<file path="src/rtl/fill_rect_cmd_decode_engine.sv">
// fill_rect_cmd_decode_engine
//   Front end of the fill-rect data generator. Assembles 3-word FILL_RECT
//   commands, clips them to the screen, computes the first frame-buffer word
//   address and hands the result to the generator over rts/rtr.
//   Output fields are double-buffered. They change only on the hand-over edge,
//   so the generator can keep reading colours while it draws.
// Ports
//   clk, rst_         clock, asynchronous active-low reset
//   cmd_in_data/rts   command word stream in
//   cmd_in_rtr        ready for a command word (registered)
//   out_rts           command valid to the generator
//   in_rtr            generator ready
//   init_addr         first word address of the rectangle
//   cmd_data_hgt/wid  clipped rectangle size
//   cmd_data_r/g/bval colour
//   cmd_err           one-cycle pulse when a command is dropped
//   cmd_count         commands handed over, wraps 255->0
module fill_rect_cmd_decode_engine #(
    parameter logic [3:0]  OPCODE_FILL = 4'h1,
    parameter int          SCREEN_W    = 640,
    parameter int          SCREEN_H    = 272,
    parameter int          ROW_STRIDE  = 240,
    parameter logic [15:0] BASE_ADDR   = 16'h0
) (
    input  logic        clk,
    input  logic        rst_,
    input  logic [31:0] cmd_in_data,
    input  logic        cmd_in_rts,
    output logic        cmd_in_rtr,
    output logic        out_rts,
    input  logic        in_rtr,
    output logic [15:0] init_addr,
    output logic [15:0] cmd_data_hgt,
    output logic [15:0] cmd_data_wid,
    output logic [3:0]  cmd_data_rval,
    output logic [3:0]  cmd_data_gval,
    output logic [3:0]  cmd_data_bval,
    output logic        cmd_err,
    output logic [7:0]  cmd_count
);

    typedef enum logic [2:0] {IDLE, W0, W1, W2, CALC, PEND} state_t;

    localparam logic [16:0] SW17 = 17'(SCREEN_W);
    localparam logic [16:0] SH17 = 17'(SCREEN_H);
    localparam logic [15:0] SW16 = 16'(SCREEN_W);
    localparam logic [15:0] SH16 = 16'(SCREEN_H);
    localparam logic [15:0] RS16 = 16'(ROW_STRIDE);

    state_t      state;
    logic        valid;

    // Staging for the command being assembled. Only x[11:3] is kept because
    // x is always rounded down to an 8-pixel boundary.
    logic [8:0]  stg_xh;
    logic [11:0] stg_y;
    logic [15:0] stg_wid, stg_hgt;
    logic [11:0] stg_rgb;

    // Staging for the computed result waiting in PEND
    logic [15:0] res_addr, res_wid, res_hgt;
    logic [11:0] res_rgb;

    logic        xfer;
    logic [11:0] xa;
    logic [16:0] x_end, y_end;
    logic        drop;
    logic [15:0] wid_c, hgt_c, addr_c;

    assign xfer = cmd_in_rts & cmd_in_rtr;

    // The generator captures in_rts in any idle cycle, so out_rts must never
    // be raised while in_rtr is low.
    assign out_rts = (state == PEND) & valid & in_rtr;

    // Clip and address math. The 17-bit ends prevent the sums from wrapping.
    always_comb begin
        xa     = {stg_xh, 3'b000};
        x_end  = {5'b0, xa} + {1'b0, stg_wid};
        y_end  = {5'b0, stg_y} + {1'b0, stg_hgt};
        drop   = (stg_wid == 16'd0) | (stg_hgt == 16'd0) |
                 ({5'b0, xa} >= SW17) | ({5'b0, stg_y} >= SH17);
        // When drop is 0, xa < SCREEN_W and y < SCREEN_H, so the
        // subtractions cannot underflow.
        wid_c  = (x_end > SW17) ? (SW16 - {4'b0, xa})    : stg_wid;
        hgt_c  = (y_end > SH17) ? (SH16 - {4'b0, stg_y}) : stg_hgt;
        addr_c = BASE_ADDR + {4'b0, stg_y} * RS16 + {7'b0, stg_xh} * 16'd3;
    end

    always_ff @(posedge clk or negedge rst_) begin
        if (!rst_) begin
            state         <= IDLE;
            valid         <= 1'b0;
            cmd_in_rtr    <= 1'b0;
            cmd_err       <= 1'b0;
            cmd_count     <= 8'd0;
            stg_xh        <= '0;
            stg_y         <= '0;
            stg_wid       <= '0;
            stg_hgt       <= '0;
            stg_rgb       <= '0;
            res_addr      <= '0;
            res_wid       <= '0;
            res_hgt       <= '0;
            res_rgb       <= '0;
            init_addr     <= '0;
            cmd_data_hgt  <= '0;
            cmd_data_wid  <= '0;
            cmd_data_rval <= '0;
            cmd_data_gval <= '0;
            cmd_data_bval <= '0;
        end else begin
            cmd_err <= 1'b0;
            case (state)
                IDLE: begin
                    state      <= W0;
                    cmd_in_rtr <= 1'b1;
                end
                W0: if (xfer) begin
                    // A word with the wrong opcode is discarded on its own.
                    // The next word is parsed as word0 again.
                    if (cmd_in_data[31:28] != OPCODE_FILL) begin
                        cmd_err <= 1'b1;
                    end else begin
                        stg_xh <= cmd_in_data[11:3];
                        stg_y  <= cmd_in_data[23:12];
                        state  <= W1;
                    end
                end
                W1: if (xfer) begin
                    stg_hgt <= cmd_in_data[31:16];
                    stg_wid <= cmd_in_data[15:0];
                    state   <= W2;
                end
                W2: if (xfer) begin
                    stg_rgb    <= cmd_in_data[11:0];
                    state      <= CALC;
                    cmd_in_rtr <= 1'b0;
                end
                CALC: begin
                    if (drop) begin
                        cmd_err    <= 1'b1;
                        valid      <= 1'b0;
                        state      <= W0;
                        cmd_in_rtr <= 1'b1;
                    end else begin
                        res_addr <= addr_c;
                        res_wid  <= wid_c;
                        res_hgt  <= hgt_c;
                        res_rgb  <= stg_rgb;
                        valid    <= 1'b1;
                        state    <= PEND;
                    end
                end
                PEND: if (out_rts) begin
                    init_addr     <= res_addr;
                    cmd_data_hgt  <= res_hgt;
                    cmd_data_wid  <= res_wid;
                    cmd_data_rval <= res_rgb[11:8];
                    cmd_data_gval <= res_rgb[7:4];
                    cmd_data_bval <= res_rgb[3:0];
                    cmd_count     <= cmd_count + 8'd1;
                    valid         <= 1'b0;
                    state         <= W0;
                    cmd_in_rtr    <= 1'b1;
                end
                default: begin
                    state      <= IDLE;
                    cmd_in_rtr <= 1'b0;
                end
            endcase
        end
    end

endmodule

</file>
<file path="config.mk">
export PLATFORM = sky130hd
export DESIGN_NAME = fill_rect_cmd_decode_engine
export DESIGN_NICKNAME = d
export VERILOG_FILES = /design/src/rtl/fill_rect_cmd_decode_engine.sv
export SDC_FILE = /design/constraint.sdc
export NUM_CORES = 1
export LEC_CHECK = 0
export ABC_AREA = 1
export ABC_CLOCK_PERIOD_IN_PS = 4400
export BUFFER_PORTS_ARGS = -buffer_cell sky130_fd_sc_hd__buf_2
export CELL_PAD_IN_SITES_DETAIL_PLACEMENT = 0
export CELL_PAD_IN_SITES_GLOBAL_PLACEMENT = 1
export CORE_MARGIN = 1
export CORE_UTILIZATION = 45
export DETAILED_ROUTE_END_ITERATION = 12
export GPL_TIMING_DRIVEN = 0
export PLACE_DENSITY_LB_ADDON = 0.1
export SLEW_MARGIN = 0
export SYNTH_ARGS = -nofsm -noshare
export SYNTH_HDL_FRONTEND = slang
export SYNTH_SLANG_ARGS = --single-unit
</file>
<file path="constraint.sdc">
create_clock -name clk -period 4.4 [get_ports clk]
set_clock_uncertainty 0.05 [all_clocks]
set_input_delay 0.44 -clock clk [delete_from_list [all_inputs] [get_ports clk]]
set_output_delay 0.44 -clock clk [all_outputs]
set_load 0.01 [all_outputs]
</file>
Word-level counts from Yosys, hierarchy flattened:

Index checks and enable logic that the tools add are counted.

* register bits: 199
* bits of input ports: 36
* output and inout bits: 71
* word-level logic and storage cells: 86

* $add $sub $neg: 6
* multipliers: 2
* magnitude comparators: 4
* eq/ne operators: 12
* muxes and demuxes: 20
* bitwise operators: 9
* reductions and logical operators: 13

Operators with widths (count)
* $add A12 B16 Y17: 2
* $logic_not A16 Y1: 2
* $mux W16: 2
* $mux W3: 6
* $pmux W3 S6: 1
* $gt A17 B10 Y1 const B: 1
* $gt A17 B9 Y1 const B: 1
* $add A16 B11 Y16: 1
* $sub A10 B12 Y13 const A: 1
* $sub A9 B12 Y13 const A: 1
* $ge A12 B10 Y1 const B: 1
* $ge A12 B9 Y1 const B: 1
* $mul A12 B4 Y12 const B: 1
* $ne A2 B2 Y1 const B: 6
* $mul A9 B2 Y11 const B: 1
* $reduce_and A2 Y1: 5
* $add A8 B1 Y8 const B: 1
* $mux W1: 8
* $eq A3 B2 Y1 const B: 2
* $eq A3 B3 Y1 const B: 2
* $pmux W1 S5: 1
* $reduce_and A5 Y1: 1
* $ne A4 B1 Y1 const B: 1
* $pmux W1 S2: 2
* 9 further kinds: 15

Longest topological paths before layout:

Gate-level depths: netlist of the first run.

* depth after elaboration: 6
* gate-level depth with buffers: 20
* mapped depth without buffers: 20

Worst setup path after synthesis of the first run:

OpenSTA, ideal clock, no wires.

* path kind: register to register
* start point: register stg_y[3]
* end point: register res_addr[12]
* arrival time: 3.863 ns
* data required time: 4.267 ns
* path slack: 0.404 ns
* cell stages (with the launch flop): 20
* path buffers: 0
* period minus slack after synthesis: 3.996 ns
* cell sequence: dfrtp_1 -> inv_1 -> fa_1 -> fa_1 -> inv_1 -> ha_1 -> a21oi_1 -> nand2_1 -> xor2_1 -> ha_1 -> ha_1 -> nand2_1 -> inv_1 -> nand3_1 -> o21ai_0 -> nand2_1 -> nand2_1 -> nand3_1 -> xnor2_1 -> o21ai_0

* cells in the longest elaborated chain, start to end: 4

Ends and longest elaborated chain
* start: declaration: RTL line 56 `logic [11:0] stg_y;`
* start signal: assignment: RTL line 126 `stg_y <= cmd_in_data[23:12];`
* branches (longest 4 deep; another with $add A16 B11 Y16)
* end signal: assignment: RTL line 147 `res_addr <= addr_c;`
* end: declaration: RTL line 61 `logic [15:0] res_addr, res_wid, res_hgt;`

Several ways; the timed one is not identified.
A chain may end at the register's enable or synchronous reset.

Final worst setup path of the first run:

* start point: register stg_y[1]
* end point: register res_addr[12]

Same word-level chain as after synthesis.

==> reports/qor.yml, run 1 <==
outcome:
  run_status: "complete, but fails checks"
  failed_checks: "design-rule violations, negative hold slack"
min_path:
  hp-class: "in -> async"
cts:
  worst_skew_pair.late_latency_ns: 0.45
  cts-root-buf: "clkbuf_16"
  clk_transition_reported_paths_ns: 0.08
  cts_htree_levels: 4
  cts_tree: "done"
  clock-sinks: 199
  cts_buffers: 17
  clk_path_buf_depth: 2
  postCtsHoldBufs: 0
setup_path:
  worstPathCellList: "buf_4, fa_1, fa_1, inv_1, fa_1, inv_1, fa_1, ha_1, a21o_1, a21boi_0, o21ai_1, nand2_1, nand2_1, nand3_1, xnor2_1, o21ai_0"
  setup.worst_path.end_class: "register"
  largest_fanout_on_the_critical_path: 5
  critical_path.slowest_cell: "fa_1"
  setup.worst_path.class: "reg -> reg"
  cp-start-kind: "register"
  critical_path_required_ns: 4.67
  r2r_setup_slack_ns: 0.23
  path_common_cell: "fa_1"
  stage_delay_of_the_slowest_cell_on_the_critical_path_ns: 0.52
  worst_ep_arrival_time_ns: 4.44
logic_synthesis:
  yosysWarnings: 0
  syn_area_per_cell_um2: 7.90
  leading_area_contributor_after_synthesis: "dfrtp_1"
  synth_cells: 1455
  synth_largest_type_area_fraction_pct: 43.4
  synth.lib_cells_used.distinct: 41
  main_area_contributors_after_synthesis: "dfrtp_1 (43%), nand2_1 (17%), ha_1 (7.3%)"
  netlist_area_um2: 11500
  synth-seq-area-share_pct: 43.4
  synthesis.nets: 1583
  number_of_synthesized_register_bits: 199
flow_run:
  drv.max_cap_violation_count: 0
timing:
  total_setup_violations_reported_at_the_end_of_the_flow: 0
  worst_slack_on_hold_paths_ns: -0.0105
  finalWorstSetupSlack_ns: 0.227
  timing.final.max_slew_violations: 0
  finalWorstPathRequiredPeriod_ns: 4.17
  period_share_pct: 94.8
  actual_transition_at_the_worst_max_transition_pin_ns: 0.747
  hold_viol_final: 15
  relSlewSlack_pct: 50.2
  achievable-frequency_mhz: 240
routing:
  drt_iter0_drc: 645
  route.detailed.drc: 2
  drt_wl_total_um: 29200
  drt_pass1_iterations: 9
  vias: 9563
  routed_via_count_divided_by_cell_count: 4.95
  average_routed_wire_per_standard_cell_um: 15.1
  final_antenna_net_count: 0
die:
  die_height_um: 162
  die_width_um: 162
  floorplan.core_area_um2: 25100
  num_ports: 107
  die-area_um2: 26200
  placement_rows: 58
  initial_standard_cell_utilization_of_the_core_pct: 45.7
global_routing:
  antenna_found_initial: 0
  grt_first_pass_wirelength_um: 47600
  grt_use_total_pct: 23.3
  grt_start_max_net_pins: 103
  grt_remaining_overflow: 0
  vias_in_the_first_global_route: 9079
placement:
  place.detailed.hpwl_um: 22600
  gp_congestion: 0.855
  dp_slack_ns: -0.165
  placement.io_buffers: 106
layout:
  num-nets-final: 1716
  post_route_core_utilization_pct: 52.6
  layout-area-overhead-vs-synth_pct: 15.0
  diodes: 0
  post_route_cells_drive_above_1_share_pct: 12.3
power_and_ir_drop:
  vdd_ir_drop_max_mv: 0.284
  total_power_uw: 7910
  standby_leakage_power_uw: 0.00737
  power_density_nw_per_um2: 599
cell families (layout without fill, tap and decap cells):
| family | count (synthesis) | in the layout | synth area share [%] |
|---|---|---|---|
| buffers and inverters | 228 | 374 | 7.80 |
| AOI/OAI and AO/OA | 167 | 167 | 7.83 |
| adders and majority gates | 92 | 92 | 11.7 |
| DFF | 199 | 199 | 43.4 |
| muxes | 3 | 3 | 0.294 |
| and+or+nand+nor | 726 | 726 | 26.0 |
| xor gates and xnor gates | 40 | 40 | 3.05 |
layer usage:
metal  vias to the layer above  global-route usage [%]  wire length (um)
li1                       4863                       -                 -
met1                      4498                    34.8             14900
met2                       180                    36.2             12900
met3                        22                    2.40               999
met4                         0                    5.75               343
met5                         -                       0                 0
cell usage in the layout, fill, tap and decap left out, types with 10 or more instances in the layout:
master and n:
a21oi_1 35, buf_2 116, buf_4 10, clkbuf_1 25, clkbuf_16 17, dfrtp_1 194, fa_1 25, ha_1 64
inv_1 180, nand2_1 523, nand3_1 92, nand4_1 16, nor2_1 59, o21ai_0 104, xor2_1 33
worst paths after layout:
kind,start,end,cells after the start
worst min-delay path,rst_,cmd_data_hgt[2],1
min in group clk,cmd_in_data[27],stg_hgt[11],2
worst min register to register,cmd_data_hgt[9],cmd_data_hgt[9],2
max in group asynchronous,rst_,res_wid[3],2
worst max register to register,stg_y[1],res_addr[12],16
worst max-delay path,stg_y[1],res_addr[12],16
what timing repair did:
item | 4_1_cts | 5_1_grt
buffers inserted | 2 | 5
gates resized for setup | 4 | 12
endpoints found under the setup margin | 4 | 5
pin swaps | 0 | 0
metrics by stage:
step           TNS (ns)  area [um^2]  hold WS (ns)  instances
3_3_place_gp     -92.98        12400         0.398       1891
5_1_grt        -0.00212        13200        0.0282       1931
3_5_place_dp     -0.423        12500         0.404       1892
2_1_floorplan         0        11500        0.0944       1455
4_1_cts               0        13100      0.000966       1926
6_report              0        13200       -0.0105       1931
critical path, delay by kind of cell, from the launching register on:
kind	cells	cell delay, ns
DFF	1	0.44
AOI/OAI and AO/OA	4	0.55
buffers and inverters	3	0.28
and+or+nand+nor	3	0.28
adders and majority gates	5	2.30
xor gates and xnor gates	1	0.13
registers in the layout, summed over array words and instances (netlist names), 3 cells and up:
signal and cells:
cmd_data_gval 4, state 3, cmd_data_hgt 16, cmd_data_rval 4, cmd_count 8, res_rgb 12, res_hgt 16, stg_rgb 12
init_addr 16, stg_hgt 16, cmd_data_bval 4, cmd_data_wid 16, res_wid 16, stg_wid 16, res_addr 16, stg_xh 9
stg_y 12
layout make-up:
cell class,instances,area (um^2)
clock buffer,17,425
sequential,199,4990
fill,2536,11900
buffer,42,198
inverter,186,704
tap,330,413
multi-input combinational,1028,5660
clock inverter,15,203
timing repair buffer,114,621
Yosys cell counts:
| cell | instances |
|---|---|
| o21a_1 | 1 |
| a21oi_1 | 35 |
| a31o_2 | 2 |
| nand3b_1 | 8 |
| buf_6 | 2 |
| buf_4 | 3 |
| o21ai_0 | 105 |
| nor4_1 | 6 |
| o21ai_1 | 5 |
| buf_2 | 11 |
| nand2_2 | 2 |
| buf_1 | 1 |
| clkbuf_1 | 25 |
| inv_2 | 3 |
| nor3_1 | 8 |
| fa_1 | 25 |
| and2_1 | 3 |
| a21boi_0 | 1 |
| nand4_1 | 16 |
| o22ai_1 | 2 |
| or2_2 | 3 |
| a21o_1 | 4 |
| xor2_1 | 33 |
| a211oi_1 | 1 |
| nor2_2 | 2 |
| nand2_1 | 523 |
| a31oi_1 | 1 |
| o221ai_1 | 1 |
| dfrtp_1 | 199 |
| nor3_4 | 1 |
| nor2_4 | 2 |
| o211ai_1 | 3 |
| inv_1 | 183 |
| xnor2_1 | 7 |
| nand3_1 | 93 |
| mux2_2 | 3 |
| ha_1 | 67 |
| nor2_1 | 59 |
| o2111ai_1 | 2 |
| a21oi_2 | 3 |
| a32o_1 | 1 |
where the power goes:
group | switching [uW] | total, uW | internal (uW) | leakage (uW)
Sequential | 506 | 2890 | 2390 | 0.00263
Combinational | 2060 | 3350 | 1290 | 0.00443
Clock | 871 | 1670 | 798 | 0.000305
Power figures use the tool's default switching activity.
==> run 2, diff against run 1 <==
--- a/config.mk
+++ b/config.mk
@@ -15,6 +15,7 @@
 export DETAILED_ROUTE_END_ITERATION = 12
 export GPL_TIMING_DRIVEN = 0
 export PLACE_DENSITY_LB_ADDON = 0.1
+export SETUP_SLACK_MARGIN = 0.4
 export SLEW_MARGIN = 0
 export SYNTH_ARGS = -nofsm -noshare
 export SYNTH_HDL_FRONTEND = slang
==> run 2 against run 1 <==
The run still ends with design-rule violations, negative hold slack left; combinational power up 9.0%; worst setup slack better by 0.13 ns; maximum frequency up 3.1%; sequential share of layout area down 0.72 points; cell area up 1.9%; critical path depth unchanged; global-route usage up 0.26 points; sequential power about the same.
==> reports/qor.yml, run 2 (synthesis gave the netlist of run 1 again) <==
global_routing:
  vias_in_the_first_global_route: 9186  # +1.2%
  antenna_found_initial: 0  # unchanged
  grt_first_pass_wirelength_um: 48100  # +1.1%
  grt_remaining_overflow: 0  # unchanged
  grt_use_total_pct: 23.6  # +0.26 points
  grt_start_max_net_pins: 103  # unchanged
die:
  num_ports: 107  # unchanged
  die_height_um: 162  # unchanged
  initial_standard_cell_utilization_of_the_core_pct: 45.7  # unchanged
  die-area_um2: 26200  # unchanged
  floorplan.core_area_um2: 25100  # unchanged
  placement_rows: 58  # unchanged
  die_width_um: 162  # unchanged
layout:
  diodes: 0  # unchanged
  post_route_cells_drive_above_1_share_pct: 14.7  # +2.4 points
  commonest_cells_after_routing_fill_and_taps_aside: "nand2_1 (516), dfrtp_1 (195), inv_1 (176)"
  layout-area-overhead-vs-synth_pct: 17.2
  final_cell_area_um2: 13500  # +1.9%
  mostFrequentLayoutCell: "nand2_1"
  num-nets-final: 1729  # +0.76%
placement:
  placed_cell_area_um2: 12500  # unchanged
  dp_slack_ns: -0.165  # unchanged
  place.detailed.hpwl_um: 22600  # unchanged
  gp_congestion: 0.855  # unchanged
  placement.io_buffers: 106  # unchanged
routing:
  drt_iter0_drc: 640  # -0.78%
  final_antenna_net_count: 0  # unchanged
  drt_pass1_iterations: 10  # +1
  route.detailed.drc: 2  # unchanged
  vias: 9642  # +0.83%
  drt_wl_total_um: 29800  # +2.1%
  routed_via_count_divided_by_cell_count: 4.96  # +0.15%
  average_routed_wire_per_standard_cell_um: 15.4  # +1.4%
min_path:
  hp-class: "in -> async"
setup_path:
  timing.reg2reg.worst_path_depth: 16  # unchanged
  setup.worst_path.end_class: "register"
  worst_ep_arrival_time_ns: 4.32  # -0.12 ns
  critical_path_required_ns: 4.67  # about the same
  setup.worst_path.class: "reg -> reg"
  largest_fanout_on_the_critical_path: 4  # -1
  cp-start-kind: "register"
timing:
  actual_transition_at_the_worst_max_transition_pin_ns: 0.747  # +0.000216 ns
  rsz_0062_raised_after_global_routing: "yes"
  timing.final.max_slew_violations: 0  # unchanged
  relSlewSlack_pct: 50.2  # about the same
  period_share_pct: 92.0  # -2.9 points
  total_setup_violations_reported_at_the_end_of_the_flow: 0  # unchanged
  worst_slack_on_hold_paths_ns: -0.0106  # -0.0000480 ns
  finalWorstPathRequiredPeriod_ns: 4.05  # -0.126 ns
  achievable-frequency_mhz: 247  # +3.1%
  finalWorstSetupSlack_ns: 0.353  # +0.126 ns
  hold_viol_final: 15  # unchanged
cts:
  clk_transition_reported_paths_ns: 0.08  # about the same
  cts_htree_levels: 4  # unchanged
  cts_tree: "done"
  worst_skew_pair.late_latency_ns: 0.45  # about the same
  postCtsHoldBufs: 0  # unchanged
  clock-sinks: 199  # unchanged
  cts-root-buf: "clkbuf_16"
  cts_buffers: 17  # unchanged
  clk_path_buf_depth: 2  # unchanged
power_and_ir_drop:
  vdd_ir_drop_max_mv: 0.294  # +3.3%
  power_density_nw_per_um2: 610  # +1.8%
  standby_leakage_power_uw: 0.00746  # +1.3%
flow_run:
  drv.max_cap_violation_count: 0  # unchanged
outcome:
  failed_checks: "design-rule violations, negative hold slack"
  run_status: "complete, but fails checks"
## run 2: changes by cell type in the layout (fill, tap and decap cells not counted), sizes merged
cell	delta
inv	+1
buf	+13
clkinvlp	-1
## run 2: path summary, 6_finish.rpt
check,to,start,slack [ns]
max reg2reg,res_addr[12],stg_y[2],0.35
min,cmd_data_hgt[2],rst_,-0.01
min reg2reg,cmd_data_hgt[9],cmd_data_hgt[9],0.42
min in group clk,stg_hgt[11],cmd_in_data[27],0.18
max,res_addr[12],stg_y[2],0.35
max in group asynchronous,stg_rgb[1],rst_,3.32
## run 2: worst max-delay path: stages (launching register included)
cell and delay (ns):
dfrtp_2 0.44, buf_6 0.13, fa_1 0.48, fa_1 0.54, inv_2 0.05, fa_2 0.53, inv_2 0.04, fa_1 0.55
ha_4 0.24, a21o_1 0.20, a21boi_2 0.18, o21ai_2 0.09, nand2_2 0.11, nand2_4 0.06, nand3_2 0.07, xnor2_2 0.11
o21ai_1 0.07
## run 2: cell type report
cell class                      count  area [um^2]
Sequential cell                   199         4980
Buffer                             42          198
Timing Repair Buffer              127          738
Inverter                          186          703
Multi-Input combinational cell   1028         5800
Clock inverter                     15          203
Tap cell                          330          413
Fill cell                        2502        11600
Clock buffer                       17          425
## run 2: routing by layer
metal	vias up	part of all wire (%)	GRT usage [%]
met3	20	3.9	2.40
li1	4871	-	-
met2	197	45	36.7
met4	0	1.1	5.96
met1	4554	50	35.1
met5	-	0	0
## run 2: power by group
group          switching [uW]  leakage, uW  internal, uW  total, uW
Combinational            2210      0.00452          1440       3650
Clock                     874     0.000305           798       1670
Sequential                499      0.00263          2380       2880
Total                    3580      0.00746          4630       8210
## run 2: what timing repair did
action,CTS,global route
setup buffers,12,8
endpoints found under the hold margin,0,0
resized for setup,29,27
pin swaps,11,26
setup endpoints to repair,7,7
## run 2: through the flow
| stage | TNS (ns) | util, % | power, uW | instances |
|---|---|---|---|---|
| 2_1_floorplan | 0 | - | 5210 | 1455 |
| 3_3_place_gp | -92.98 | 49.5 | 6130 | 1891 |
| 3_5_place_dp | -0.423 | 49.7 | 6170 | 1892 |
| 4_1_cts | 0 | 53.0 | 8050 | 1936 |
| 5_1_grt | 0 | 53.6 | 8890 | 1944 |
| 6_report | 0 | 53.6 | 8210 | 1944 |
==> run 3, diff against run 2 <==
--- a/config.mk
+++ b/config.mk
@@ -11,7 +11,7 @@
 export CELL_PAD_IN_SITES_DETAIL_PLACEMENT = 0
 export CELL_PAD_IN_SITES_GLOBAL_PLACEMENT = 1
 export CORE_MARGIN = 1
-export CORE_UTILIZATION = 45
+export CORE_UTILIZATION = 30
 export DETAILED_ROUTE_END_ITERATION = 12
 export GPL_TIMING_DRIVEN = 0
 export PLACE_DENSITY_LB_ADDON = 0.1
==> run 3 against run 2 <==
The run now ends clean; maximum frequency is 1.8% higher; wire length up 14%; count of clock-buffer cells in the layout is 1 higher; cell count rose by 9.6%; cell area rose by 1.7%; sequential share of layout area decreased by 0.64 points; power grew 0.32%; largest cell class unchanged.
==> reports/qor.yml, run 3 (synthesis gave the netlist of run 1 again) <==
outcome:
  run_status: "finished, final reports clean"
placement:
  place.detailed.hpwl_um: 26400  # +17%
  dp_slack_ns: -0.266  # -0.101 ns
  placement.io_buffers: 106  # unchanged
  gp_congestion: 0.801  # -6.3%
die:
  die-area_um2: 39100  # +49%
  num_ports: 107  # unchanged
  die_width_um: 198  # +22%
  placement_rows: 71  # +22%
  die_height_um: 198  # +22%
  floorplan.core_area_um2: 37700  # +50%
  initial_standard_cell_utilization_of_the_core_pct: 30.5  # -15 points
timing:
  total_setup_violations_reported_at_the_end_of_the_flow: 0  # unchanged
  relSlewSlack_pct: 48.6  # -1.6 points
  rsz_0062_raised_after_global_routing: "yes"
  achievable-frequency_mhz: 252  # +1.8%
  finalWorstSetupSlack_ns: 0.426  # +0.0730 ns
  fin_tns_setup_ns: 0  # unchanged
  hold_viol_final: 0  # -15
  finalWorstPathRequiredPeriod_ns: 3.97  # -0.0730 ns
  period_share_pct: 90.3  # -1.7 points
  timing.final.max_slew_violations: 0  # unchanged
  actual_transition_at_the_worst_max_transition_pin_ns: 0.770  # +0.0234 ns
  worst_slack_on_hold_paths_ns: 0.164  # +0.174 ns
setup_path:
  timing.critical_path.depth: 16  # unchanged
  critical_path_required_ns: 4.69  # +0.02 ns
  worst_ep_arrival_time_ns: 4.26  # -0.06 ns
  worstPathCellList: "buf_8, fa_1, fa_1, inv_1, fa_2, inv_2, fa_1, ha_4, a21o_1, a21boi_2, o21ai_2, nand2_1, nand2_2, nand3_2, xnor2_1, o21ai_1"
  reg2reg_to: "res_addr[12]"
  cp.buffers_inverters: 3  # unchanged
  largest_fanout_on_the_critical_path: 4  # unchanged
  path_common_cell: "fa_1"
  timing.rr.start: "stg_y[2]"
  worst_setup_path_start: "stg_y[2]"
  setup.worst_path.end_class: "register"
  cp_top_family: "adder cells"
  r2r_setup_slack_ns: 0.43  # +0.07 ns
  critical_path.slowest_cell: "fa_1"
  timing.reg2reg.worst_path_depth: 16  # unchanged
  setup.worst_path.class: "reg -> reg"
  stage_delay_of_the_slowest_cell_on_the_critical_path_ns: 0.53  # -0.02 ns
  cp-start-kind: "register"
cts:
  cts_buffers: 17  # unchanged
  clock-sinks: 199  # unchanged
  clk_path_buf_depth: 2  # unchanged
  cts_htree_levels: 4  # unchanged
  worst_skew_pair.late_latency_ns: 0.45  # about the same
  clk_transition_reported_paths_ns: 0.08  # about the same
  cts-root-buf: "clkbuf_16"
  cts_tree: "done"
layout:
  layout-area-overhead-vs-synth_pct: 19.2
  mostFrequentLayoutCell: "nand2_1"
  post_route_core_utilization_pct: 36.4  # -17 points
  diodes: 0  # unchanged
  layout.filler_cells: 4090  # +63%
  post_route_cells_drive_above_1_share_pct: 14.5  # -0.17 points
  num-nets-final: 1734  # +0.29%
  commonest_cells_after_routing_fill_and_taps_aside: "nand2_1 (519), dfrtp_1 (195), inv_1 (176)"
routing:
  average_routed_wire_per_standard_cell_um: 16.0  # +4.1%
  drt_wl_total_um: 34000  # +14%
  vias: 9593  # -0.51%
  drt_iter0_drc: 588  # -8.1%
  drt_pass1_iterations: 5  # -5
  route.detailed.drc: 0  # -2
  routed_via_count_divided_by_cell_count: 4.50  # -9.2%
  final_antenna_net_count: 0  # unchanged
global_routing:
  antenna_found_initial: 0  # unchanged
  vias_in_the_first_global_route: 9544  # +3.9%
  grt_first_pass_wirelength_um: 54300  # +13%
  grt_remaining_overflow: 0  # unchanged
  grt_start_max_net_pins: 116  # +13%
  grt_use_total_pct: 18.3  # -5.2 points
min_path:
  hold_path_cells: 2
  hp-class: "in -> reg"
  hold_end: "stg_hgt[11]"
  min-delay-start: "cmd_in_data[27]"
flow_run:
  drv.max_cap_violation_count: 0  # unchanged
power_and_ir_drop:
  combinationalPowerShare_pct: 45.3  # +0.8 points
  vdd_ir_drop_max_mv: 0.313  # +6.6%
  standby_leakage_power_uw: 0.00744  # -0.28%
  power.share.sequential_pct: 35.0  # about the same
  clock_power_share_pct: 19.7  # -0.7 points
  total_internal_power_uw: 4720  # +2.1%
  power_density_nw_per_um2: 601  # -1.4%
  p_sw_share_pct: 42.6  # -0.98 points
  power.net_switching_uw: 3510  # -1.9%
  total_power_uw: 8230  # +0.32%
==> run 3: timing repair <==
action                                  in CTS  in global routing
pin swaps                                   11                 24
endpoints found under the setup margin       7                  7
endpoints found under the hold margin       76                  0
hold buffers                                 1                  0
resized for setup                           35                 18
buffers inserted                            13                 11
==> run 3: final cells by class <==
cell class	count	area, um^2	area share (%)
clock inverter	14	169	1.23
inverter	186	708	5.17
buffer	42	198	1.44
multi-input combinational	1028	5790	42.3
clock buffer	18	429	3.13
timing repair buffer	132	777	5.67
sequential	199	4980	36.4
tap	511	639	4.67
==> run 3: metrics by stage <==
| step | instances | instance area, um^2 |
|---|---|---|
| 2_1_floorplan | 1455 | 11500 |
| 3_3_place_gp | 2072 | 12700 |
| 3_5_place_dp | 2073 | 12700 |
| 4_1_cts | 2119 | 13500 |
| 5_1_grt | 2130 | 13700 |
| 6_report | 2130 | 13700 |
==> run 3: how the worst max path moves through the flow <==
stage	endpoint	slack (ns)
final	res_addr[12]	0.43
after global routing	res_addr[12]	0.28
after CTS	res_addr[12]	0.30
after detailed placement	res_addr[15]	-0.27
after global placement	cmd_data_wid[5]	-0.80
after floorplan	res_addr[12]	0.40
==> run 3: layer usage <==
| layer | vias to the layer above | wire (um) | part of all wire (%) | GRT usage (%) |
|---|---|---|---|---|
| li1 | 4896 | - | - | - |
| met1 | 4553 | 17600 | 52 | 26.6 |
| met2 | 121 | 15200 | 45 | 28.7 |
| met3 | 23 | 804 | 2.4 | 2.36 |
| met4 | 0 | 411 | 1.2 | 4.65 |
| met5 | - | 0 | 0 | 0 |
==> run 3: power by group through the flow <==
stage | Clock, uW | Sequential (uW) | Combinational, uW
after CTS | 1670 | 2890 | 3590
after floorplan | 0 | 2800 | 2410
final | 1620 | 2880 | 3730
after global routing | 1740 | 2960 | 4280
after detailed placement | 0 | 2940 | 3340
after global placement | 0 | 2930 | 3320
